[src/rtl/stage_if.sv]
// Instruction-fetch stage: owns the PC, issues word reads over a request/ready handshake,
// and feeds the IF/ID latch. It also holds a one-entry skid buffer and handles delayed branches.
module stage_if #(
    parameter logic [31:0] RESET_PC = 32'h0000_0000,
    parameter logic [31:0] PC_STEP  = 32'd4
) (
    input  logic        clock,
    input  logic        reset,
    input  logic        stall,
    input  logic        branch_flag,
    input  logic [31:0] branch_target,
    output logic        imem_read,
    output logic [31:0] imem_addr,
    input  logic [31:0] imem_data,
    input  logic        imem_ready,
    output logic        if_stall_request,
    output logic [31:0] if_register_pc,
    output logic [31:0] if_instruction
);

    typedef enum logic [1:0] {StIdle, StRequest, StHold} state_e;

    state_e      state_q, state_d;
    logic [31:0] pc_q, pc_d;
    logic [31:0] skid_pc_q, skid_pc_d;
    logic [31:0] skid_instr_q, skid_instr_d;
    logic        pending_q, pending_d;
    logic [31:0] pending_target_q, pending_target_d;
    logic [31:0] out_pc_q, out_pc_d;
    logic [31:0] out_instr_q, out_instr_d;

    logic        branch_take;
    logic [31:0] target_aligned;
    logic [31:0] pc_after_fetch;

    assign branch_take    = branch_flag && !stall;
    assign target_aligned = {branch_target[31:2], 2'b00};
    // A deferred branch takes effect when the delay-slot fetch completes.
    assign pc_after_fetch = pending_q ? pending_target_q : pc_q + PC_STEP;

    assign imem_read        = (state_q == StRequest);
    assign imem_addr        = pc_q;
    assign if_stall_request = (state_q == StRequest) && !imem_ready;
    assign if_register_pc   = out_pc_q;
    assign if_instruction   = out_instr_q;

    always_comb begin
        state_d          = state_q;
        pc_d             = pc_q;
        skid_pc_d        = skid_pc_q;
        skid_instr_d     = skid_instr_q;
        pending_d        = pending_q;
        pending_target_d = pending_target_q;
        out_pc_d         = out_pc_q;
        out_instr_d      = out_instr_q;

        unique case (state_q)
            StIdle: begin
                state_d = StRequest;
                if (!stall) begin
                    out_pc_d    = 32'h0;
                    out_instr_d = 32'h0;
                end
                if (branch_take) begin
                    pending_d        = 1'b1;
                    pending_target_d = target_aligned;
                end
            end
            StRequest: begin
                if (!imem_ready) begin
                    if (!stall) begin
                        out_pc_d    = 32'h0;
                        out_instr_d = 32'h0;
                    end
                    if (branch_take) begin
                        pending_d        = 1'b1;
                        pending_target_d = target_aligned;
                    end
                end else if (!stall) begin
                    out_pc_d    = pc_q;
                    out_instr_d = imem_data;
                    pc_d        = branch_take ? target_aligned : pc_after_fetch;
                    pending_d   = 1'b0;
                end else begin
                    skid_pc_d    = pc_q;
                    skid_instr_d = imem_data;
                    pc_d         = pc_after_fetch;
                    pending_d    = 1'b0;
                    state_d      = StHold;
                end
            end
            StHold: begin
                if (!stall) begin
                    out_pc_d    = skid_pc_q;
                    out_instr_d = skid_instr_q;
                    state_d     = StRequest;
                    if (branch_take) begin
                        pc_d = target_aligned;
                    end
                end
            end
            default: state_d = StIdle;
        endcase
    end

    always_ff @(posedge clock) begin
        if (reset) begin
            state_q          <= StIdle;
            pc_q             <= RESET_PC;
            skid_pc_q        <= 32'h0;
            skid_instr_q     <= 32'h0;
            pending_q        <= 1'b0;
            pending_target_q <= 32'h0;
            out_pc_q         <= 32'h0;
            out_instr_q      <= 32'h0;
        end else begin
            state_q          <= state_d;
            pc_q             <= pc_d;
            skid_pc_q        <= skid_pc_d;
            skid_instr_q     <= skid_instr_d;
            pending_q        <= pending_d;
            pending_target_q <= pending_target_d;
            out_pc_q         <= out_pc_d;
            out_instr_q      <= out_instr_d;
        end
    end

endmodule

[config.mk]
export PLATFORM = sky130hd
export DESIGN_NAME = stage_if
export DESIGN_NICKNAME = d
export VERILOG_FILES = /design/src/rtl/stage_if.sv
export SDC_FILE = /design/constraint.sdc
export NUM_CORES = 1
export LEC_CHECK = 0
export ABC_AREA = 1
export CELL_PAD_IN_SITES_DETAIL_PLACEMENT = 0
export CELL_PAD_IN_SITES_GLOBAL_PLACEMENT = 1
export CORE_MARGIN = 3
export CORE_UTILIZATION = 41
export CTS_BUF_LIST = sky130_fd_sc_hd__clkbuf_2
export CTS_CLUSTER_DIAMETER = 150
export DETAILED_ROUTE_END_ITERATION = 6
export GPL_ROUTABILITY_DRIVEN = 0
export PLACE_DENSITY_LB_ADDON = 0.3
export RECOVER_POWER = 100
export SLEW_MARGIN = 20
export SYNTH_ARGS = -nofsm -noshare
export SYNTH_HDL_FRONTEND = slang
export SYNTH_SLANG_ARGS = --single-unit
[constraint.sdc]
create_clock -name clock -period 4.5 [get_ports clock]
set_clock_uncertainty 0.15 [all_clocks]
set_input_delay 0.675 -clock clock [delete_from_list [all_inputs] [get_ports clock]]
set_output_delay 0.675 -clock clock [all_outputs]
set_load 0.1 [all_outputs]
* Yosys cells after proc, flatten, opt, wreduce, memory -nomap -nowiden
Index checks and enable logic that the tools add are counted.
** Storage, ports and cells
- Register bits after elaboration :: 195
- Latch bits :: 0
- RAM bits :: 0
- ROM bits :: 0
- Input port bits :: 69
- Output and inout bits :: 98
- Memories :: 0
** Operators by class
- Add/subtract/negate cells :: 1
- $mul :: 0
- Divide/modulo/power cells :: 0
- Order comparisons :: 0
- Equality and inequality tests :: 8
- Shift operators :: 0
- Mux-type cells :: 27
- Bitwise operators :: 0
- Reductions and logical operators :: 13
** Operators by type and width (number)
- $mux W32 :: 16
- $pmux W32 S3 :: 2
- $pmux W32 S2 :: 2
- $add A32 B3 Y32 const B :: 1
- $reduce_and A3 Y1 :: 3
- $ne A2 B2 Y1 const B :: 4
- $mux W2 :: 3
- $pmux W2 S3 :: 1
- $reduce_and A4 Y1 :: 1
- $reduce_bool A2 Y1 :: 2
- $ne A3 B3 Y1 const B :: 1
- $reduce_bool A3 Y1 :: 1
- $eq A2 B1 Y1 const B :: 1
- $eq A2 B2 Y1 const B :: 1
- $logic_and A1 B1 Y1 :: 2
- $logic_not A1 Y1 :: 2
- $logic_not A2 Y1 :: 1
- $mux W1 :: 2
- $ne A2 B1 Y1 const B :: 1
- $pmux W1 S2 :: 1
- $reduce_and A2 Y1 :: 1

* Longest topological paths before layout
Gate-level depths: netlist (run 1).
- Depth after elaboration :: 6
- Depth in mapped cells :: 11
- Gate-level depth less buffers :: 10

* Least setup slack after synthesis (run 1)
OpenSTA, ideal clock, no wires.
- Path type :: reg2reg
- From :: register state_q[1]
- To :: register out_instr_q[2], in the netlist if_instruction[2]
- Setup time :: 70 ps
- Arrival time :: 3701 ps
- Setup slack :: 578 ps
- Stages on the path, launching flop included :: 10
- Clock period less this slack :: 3922 ps
- Cell sequence :: dfxtp_1 > inv_1 > ha_1 > inv_1 > nor2_1 > inv_1 > a21oi_4 > buf_6 > nand2_1 > a21oi_1
** On the way
- Longest elaborated chain between the ends :: 3
- Elaborated cells on any way between the ends :: 8
- Those cells by class :: eq/ne (4); mux (1); reduce/logical (3)
** Ends and longest elaborated chain
- start: declaration :: RTL line 23 : state_e state_q, state_d;
- start signal: assignment :: RTL line 108 : state_q <= StIdle;
- start signal: assignment :: RTL line 117 : state_q <= state_d;
- $eq A2 B1 Y1 (*)
- via imem_read :: RTL line 12 : output logic imem_read,
- $ne A3 B3 Y1 (no line) / $reduce_bool A3 Y1 (equally long branches)
- $reduce_and A3 Y1 (no line)
- end signal: assignment :: RTL line 124 : out_instr_q <= out_instr_d;
- end: declaration :: RTL line 30 : logic [31:0] out_instr_q, out_instr_d;
The timed path passes the listed nets; every way through them passes the cells marked *.
A chain may end at the register's enable or synchronous reset.

* Final worst setup path (run 1)
- From :: register state_q[1]
- To :: register pending_target_q[27]
** On the way
- Longest elaborated chain between the ends :: 3
- Elaborated cells on any way between the ends :: 6
- Those cells by class :: eq/ne (2); mux (1); reduce/logical (3)
** Ends and longest elaborated chain
- $eq A2 B1 Y1 / $logic_not A2 Y1 (equally long branches) :: RTL line 57 : unique case (state_q)
- $ne A2 B2 Y1 (no line) / $reduce_bool A2 Y1 (equally long branches)
- $reduce_and A2 Y1 (no line)
- end signal: assignment :: RTL line 122 : pending_target_q <= pending_target_d;
- end: declaration :: RTL line 28 : logic [31:0] pending_target_q, pending_target_d;
Several ways; a longest one is shown, not always the timed one.

==> impl_metrics.ini, run 1 <==
[sta]
worst_slack_ps = 792
fmax_ghz = 0.270
slew_headroom_pct = 17.1
rsz0062_at_grt = false
finalMaxSlewViolations = 0
finalCritPeriodShare_pct = 82.4
setup_viol = 0
hold_viol_final = 0
fin_crit_ps = 3710
fin_tns_setup_ps = 0
tightest_slew_ps = 1250

[layout]
nets = 1465
area_growth_pct = 22.9
fill_cells = 2176
drive_above_1_share_pct = 3.99
mostFrequentLayoutCells = nand2_1 (281), a21oi_1 (207), dfxtp_1 (193), o21ai_0 (177), nor2_1 (122)
layout_commonest_cell = nand2_1
instances_no_fill = 1675
fin_util_pct = 52.2

[grt]
grt_use_total_pct = 21.0
grt_use_met2_pct = 32.0
antenna_found_initial = 1
grt_busiest_layer = met2
grt_pass1_wl_mm = 40.6
grt_pass1_vias = 7479
met1_usage_pct = 31.4
gr-total-overflow = 0
met3_usage_pct = 3.67
grt_max_degree = 123

[synth]
syn_area_um2 = 8730
netlist.area_leader.share_pct = 44.3
syn_nets = 1351
synth_cell_types = 26
yosysTopAreaCell = dfxtp_1
synth_warnings = 0
ys_seq_area_share_pct = 44.3
ys_ff_latch = 193
synth.area.top_cells = dfxtp_1 (44%), nand2_1 (12%), a21oi_1 (12%), o21ai_0 (10%), nor2_1 (5.2%)
avgSynthCellArea_um2 = 6.84
syn_inst = 1277

[place]
post-place-ws_ps = 1140
portBuffers = 164
place_hpwl_mm = 16.2
placed_cells = 1642

[routing]
viasPerCell = 5.02
vias = 8403
wl_mm = 25.1
first_iter_violations = 640
drc = 0
routedWlPerCell_um = 15.0
ant_nets = 0
first_pass_iters = 5

[cts]
postCtsSetupBuffers = 0
ctsHoldBuffers = 0
cts_sinks = 193
cts_buffers = 17
cts-root-buf = clkbuf_2
tritoncts = built
cts_resized = 0
cts.clk_slew.worst_paths_ps = 300
clockBufferDepth = 2
clkLatencyLatePin_ps = 750
cts_max_level = 4

[power]
leakagePower_nw = 4.07
p_per_area_nw_per_um2 = 394
peakVddDrop_v = 0.000206

[job]
cap_violations = 0

[setup_path]
cp_data_arrival_time_ps = 4220
start_kind = flop
cp-end-kind = flop
required_ps = 5010
critPathKind = flop to flop
critPathMaxFanout = 34

[floorplan]
num_rows = 52
die_area_um2 = 23100
die_h_um = 152
initial_core_util_pct = 42.5
core_um2 = 20600
die_width_um = 152
io_pins = 167

[outcome]
status = finished clean

[worst_hold_path]
min_path_type = flop to flop
[power by group]
group	switching, W	internal, W	total, W
clock network	0.000647	0.000330	0.000977
registers	0.000127	0.00185	0.00198
logic	0.000952	0.000318	0.00127
total	0.00173	0.00250	0.00422
[registers in the layout, indices dropped and copies added (netlist names)]
signal	flops
if_instruction	32
if_register_pc	32
imem_addr	32
skid_instr_q	32
skid_pc_q	32
pending_target_q	30
state_q	2
pending_q	1
[metal layers]
layer | up-vias | wire [µm] | part of all wire (%)
met5 | - | 0 | 0
met4 | 0 | 159 | 0.63
met3 | 11 | 1240 | 4.9
met2 | 237 | 11100 | 44
met1 | 3762 | 12600 | 50
li1 | 4393 | - | -
[cell usage after synthesis]
| cell | n |
|---|---|
| o22ai_1 | 26 |
| nand4_1 | 2 |
| a21oi_1 | 207 |
| buf_2 | 16 |
| clkbuf_1 | 61 |
| dfxtp_1 | 193 |
| nor2_1 | 121 |
| nor2_2 | 5 |
| xor2_1 | 3 |
| o21ai_0 | 178 |
| a21oi_4 | 1 |
| xnor2_1 | 5 |
| inv_2 | 2 |
| buf_6 | 6 |
| buf_1 | 1 |
| o211ai_1 | 2 |
| nor3_1 | 3 |
| a2111oi_0 | 1 |
| clkinv_1 | 1 |
| a31oi_1 | 1 |
| nand3_1 | 34 |
| inv_1 | 120 |
| nand2_2 | 1 |
| nand3b_2 | 1 |
| ha_1 | 5 |
| nand2_1 | 281 |
[cell type report]
| cell class | count | area [µm²] | share of cell area (%) |
|---|---|---|---|
| Multi-Input combinational cell | 877 | 4030 | 37.6 |
| Sequential cell | 193 | 3860 | 36.0 |
| Timing Repair Buffer | 179 | 1750 | 16.3 |
| Inverter | 123 | 462 | 4.30 |
| Tap cell | 270 | 338 | 3.15 |
| Clock inverter | 15 | 200 | 1.87 |
| Clock buffer | 17 | 85.1 | 0.793 |
| Antenna cell | 1 | 2.50 | 0.0233 |
[path summary, 6_finish.rpt]
kind                            slack, ps                          from                                end  cells past startpoint
worst max-delay path                  790       state_q[1]$_SDFFE_PP0P_  pending_target_q[27]$_SDFFE_PP0P_                     10
worst min-delay path                  320  skid_instr_q[1]$_SDFFE_PP0P_       skid_instr_q[1]$_SDFFE_PP0P_                      2
worst max register to register        790       state_q[1]$_SDFFE_PP0P_  pending_target_q[27]$_SDFFE_PP0P_                     10
worst min register to register        320  skid_instr_q[1]$_SDFFE_PP0P_       skid_instr_q[1]$_SDFFE_PP0P_                      2
[cells by family after synthesis]
| kind of cell | after synthesis | share of synthesized area, % |
|---|---|---|
| and+or+nand+nor | 448 | 20.1 |
| AOI/OAI and AO/OA | 416 | 24.5 |
| buffers and inverters | 207 | 9.65 |
| DFF | 193 | 44.3 |
| xor gates and xnor gates | 8 | 0.803 |
| adders and majority gates | 5 | 0.717 |
[metrics by stage]
stage          power (W)  instance area [µm²]  hold slack [ps]
2_1_floorplan    0.00294                 8730              274
3_3_place_gp     0.00330                10500              284
3_5_place_dp     0.00331                10500              290
4_1_cts          0.00430                10700              250
5_1_grt          0.00446                10700              260
6_report         0.00422                10700              315
[worst max-delay path: stages, from the launching register on]
cell,delay [ps]
dfxtp_1,440
inv_1,70
ha_1,240
nand2_1,760
inv_1,400
nor3_1,290
buf_4,290
inv_1,150
clkbuf_2,440
o21ai_0,300
a21oi_1,60
Power figures use the tool's default switching activity.
==> run 2, diff against run 1 <==
--- a/config.mk
+++ b/config.mk
@@ -9,7 +9,7 @@
 export CELL_PAD_IN_SITES_DETAIL_PLACEMENT = 0
 export CELL_PAD_IN_SITES_GLOBAL_PLACEMENT = 1
 export CORE_MARGIN = 3
-export CORE_UTILIZATION = 41
+export CORE_UTILIZATION = 38
 export CTS_BUF_LIST = sky130_fd_sc_hd__clkbuf_2
 export CTS_CLUSTER_DIAMETER = 150
 export DETAILED_ROUTE_END_ITERATION = 6
==> constraint.sdc (replaced) <==
create_clock -name clock -period 3.7 [get_ports clock]
set_clock_uncertainty 0.15 [all_clocks]
set_input_delay 0.555 -clock clock [delete_from_list [all_inputs] [get_ports clock]]
set_output_delay 0.555 -clock clock [all_outputs]
set_load 0.1 [all_outputs]
==> run 2 against run 1 <==
Effect of this change:
- first-iteration DRC count shrank 6.7%
- register-to-register slack lost 220 ps
- count of clock-buffer cells in the layout rose by 4
- combinational power rose by 22%
- worst hold slack worse by 140 ps
- cell count up 0.66%
- non-clock buffer count increased by 2
- largest power group unchanged
- flip-flop and latch count stayed put
==> impl_metrics.ini, run 2 (same netlist as run 1, synthesis figures left out) <==
[sta]
rsz0062_at_grt = false
slew_headroom_pct = 23.1
setup_viol = 0
holdWs_ps = 180
finalMaxSlewViolations = 0
finalCritPeriodShare_pct = 89.4
tightest_slew_ps = 1160
fin_tns_setup_ps = 0
hold_viol_final = 0
fin_crit_ps = 3310
fmax_ghz = 0.302
worst_slack_ps = 392

[layout]
mostFrequentLayoutCells = nand2_1 (281), a21oi_1 (207), dfxtp_1 (193), o21ai_0 (178), nor2_1 (122)
area_growth_pct = 21.8
register_area_um2 = 3860
design_area_um2 = 10600
drive_above_1_share_pct = 3.99
fill_cells = 2302
layout_commonest_cell = nand2_1
nets = 1467
multi_input_area_um2 = 4020

[floorplan]
die_width_um = 158
num_rows = 54
io_pins = 167
die_h_um = 158
initial_core_util_pct = 39.3
die_area_um2 = 24800
core_um2 = 22200

[setup_path]
ff2ff_setup_slack_ps = 570
required_ps = 2990
startpoint = imem_addr[22]$_SDFFE_PP0P_
cpPeakStageDelay_ps = 1260
start_kind = flop
r2r-start = state_q[1]$_SDFFE_PP0P_
critPathKind = flop to output port
cp.depth = 1
crit_buf_inv = 1
crit_path_top_delay_cell = dlygate4sd3_1
crit_path_end = imem_addr[22]
ff2ff_path_depth = 12
cp_data_arrival_time_ps = 2600
crit_path_cell_trace = dlygate4sd3_1
timing.rr.end = if_register_pc[30]$_SDFFE_PP0P_
cp-end-kind = output port
cp_top_family = buffers and inverters
critPathMaxFanout = 7

[grt]
grt_pass1_wl_mm = 41.1
gr-total-overflow = 0
antenna_found_initial = 1
grt_pass1_vias = 7761
grt_use_total_pct = 20.5
grt_max_degree = 91

[cts]
cts-root-buf = clkbuf_2
tritoncts = built
cts_buffers = 17
postCtsSetupBuffers = 0
cts_max_level = 4
cts.clk_slew.worst_paths_ps = 270
clkLatencyLatePin_ps = 760
cts_sinks = 193
clockBufferDepth = 2
cts_resized = 0
ctsHoldBuffers = 0

[routing]
vias = 8481
drc = 0
first_iter_violations = 597
wl_mm = 25.5
ant_nets = 0
first_pass_iters = 5
viasPerCell = 5.03
routedWlPerCell_um = 15.1

[place]
post-place-ws_ps = 745
place_area_um2 = 10500
place_hpwl_mm = 16.7
portBuffers = 164

[power]
peakVddDrop_v = 0.000268
p_per_area_nw_per_um2 = 456
leakagePower_nw = 4.03

[outcome]
status = finished clean

[job]
cap_violations = 0

[worst_hold_path]
min_path_type = input port to flop
-- run 2: changes by cell type in the layout (fill, tap and decap cells not counted), moves of 2 or more --
| cell | previous run | this run |
|---|---|---|
| clkinv_2 | 0 | 3 |
| buf_4 | 9 | 11 |
| clkinv_4 | 3 | 1 |
| inv_8 | 2 | 0 |
| bufinv_16 | 3 | 0 |
| clkbuf_2 | 19 | 25 |
-- run 2: how the worst min path moves through the flow --
| stage | startpoint | end | cells past startpoint |
|---|---|---|---|
| after floorplan | pending_target_q[5]$_SDFFE_PP0P_ | pending_target_q[5]$_SDFFE_PP0P_ | 2 |
| after global placement | skid_instr_q[17]$_SDFFE_PP0P_ | skid_instr_q[17]$_SDFFE_PP0P_ | 2 |
| after detailed placement | skid_instr_q[16]$_SDFFE_PP0P_ | skid_instr_q[16]$_SDFFE_PP0P_ | 2 |
| after CTS | reset | skid_instr_q[27]$_SDFFE_PP0P_ | 4 |
| after global routing | reset | skid_instr_q[16]$_SDFFE_PP0P_ | 4 |
| final | reset | skid_instr_q[12]$_SDFFE_PP0P_ | 4 |
-- run 2: cell type report --
type | count | area share [%]
clock inverters | 10 | 0.600
multi-input cells | 877 | 37.8
repair buffers | 181 | 16.6
inverters | 123 | 4.34
flip-flops and latches | 193 | 36.3
well taps | 280 | 3.29
clock buffers | 21 | 0.988
diodes | 1 | 0.0235
-- run 2: report_power, final --
| group | switching (W) | total (W) | internal, W | leakage, nW |
|---|---|---|---|---|
| combinational | 0.00116 | 0.00155 | 0.000390 | 2.34 |
| sequential | 0.000153 | 0.00240 | 0.00225 | 1.57 |
| clock | 0.000720 | 0.000899 | 0.000179 | 0.116 |
-- run 2: metal layers --
metal	GRT usage, %	part of all wire (%)	up-vias
met3	3.88	5.3	22
met2	31.6	43	256
li1	-	-	4395
met1	29.9	50	3808
met4	4.30	1.1	0
met5	0	0	-
-- run 2: through the flow --
step           cells  total power [W]  util, %
6_report        1686          0.00485     47.8
5_1_grt         1686          0.00514     47.8
4_1_cts         1685          0.00494     48.0
3_5_place_dp    1654          0.00403     47.2
3_3_place_gp    1654          0.00402     47.2
2_1_floorplan   1277          0.00357        -
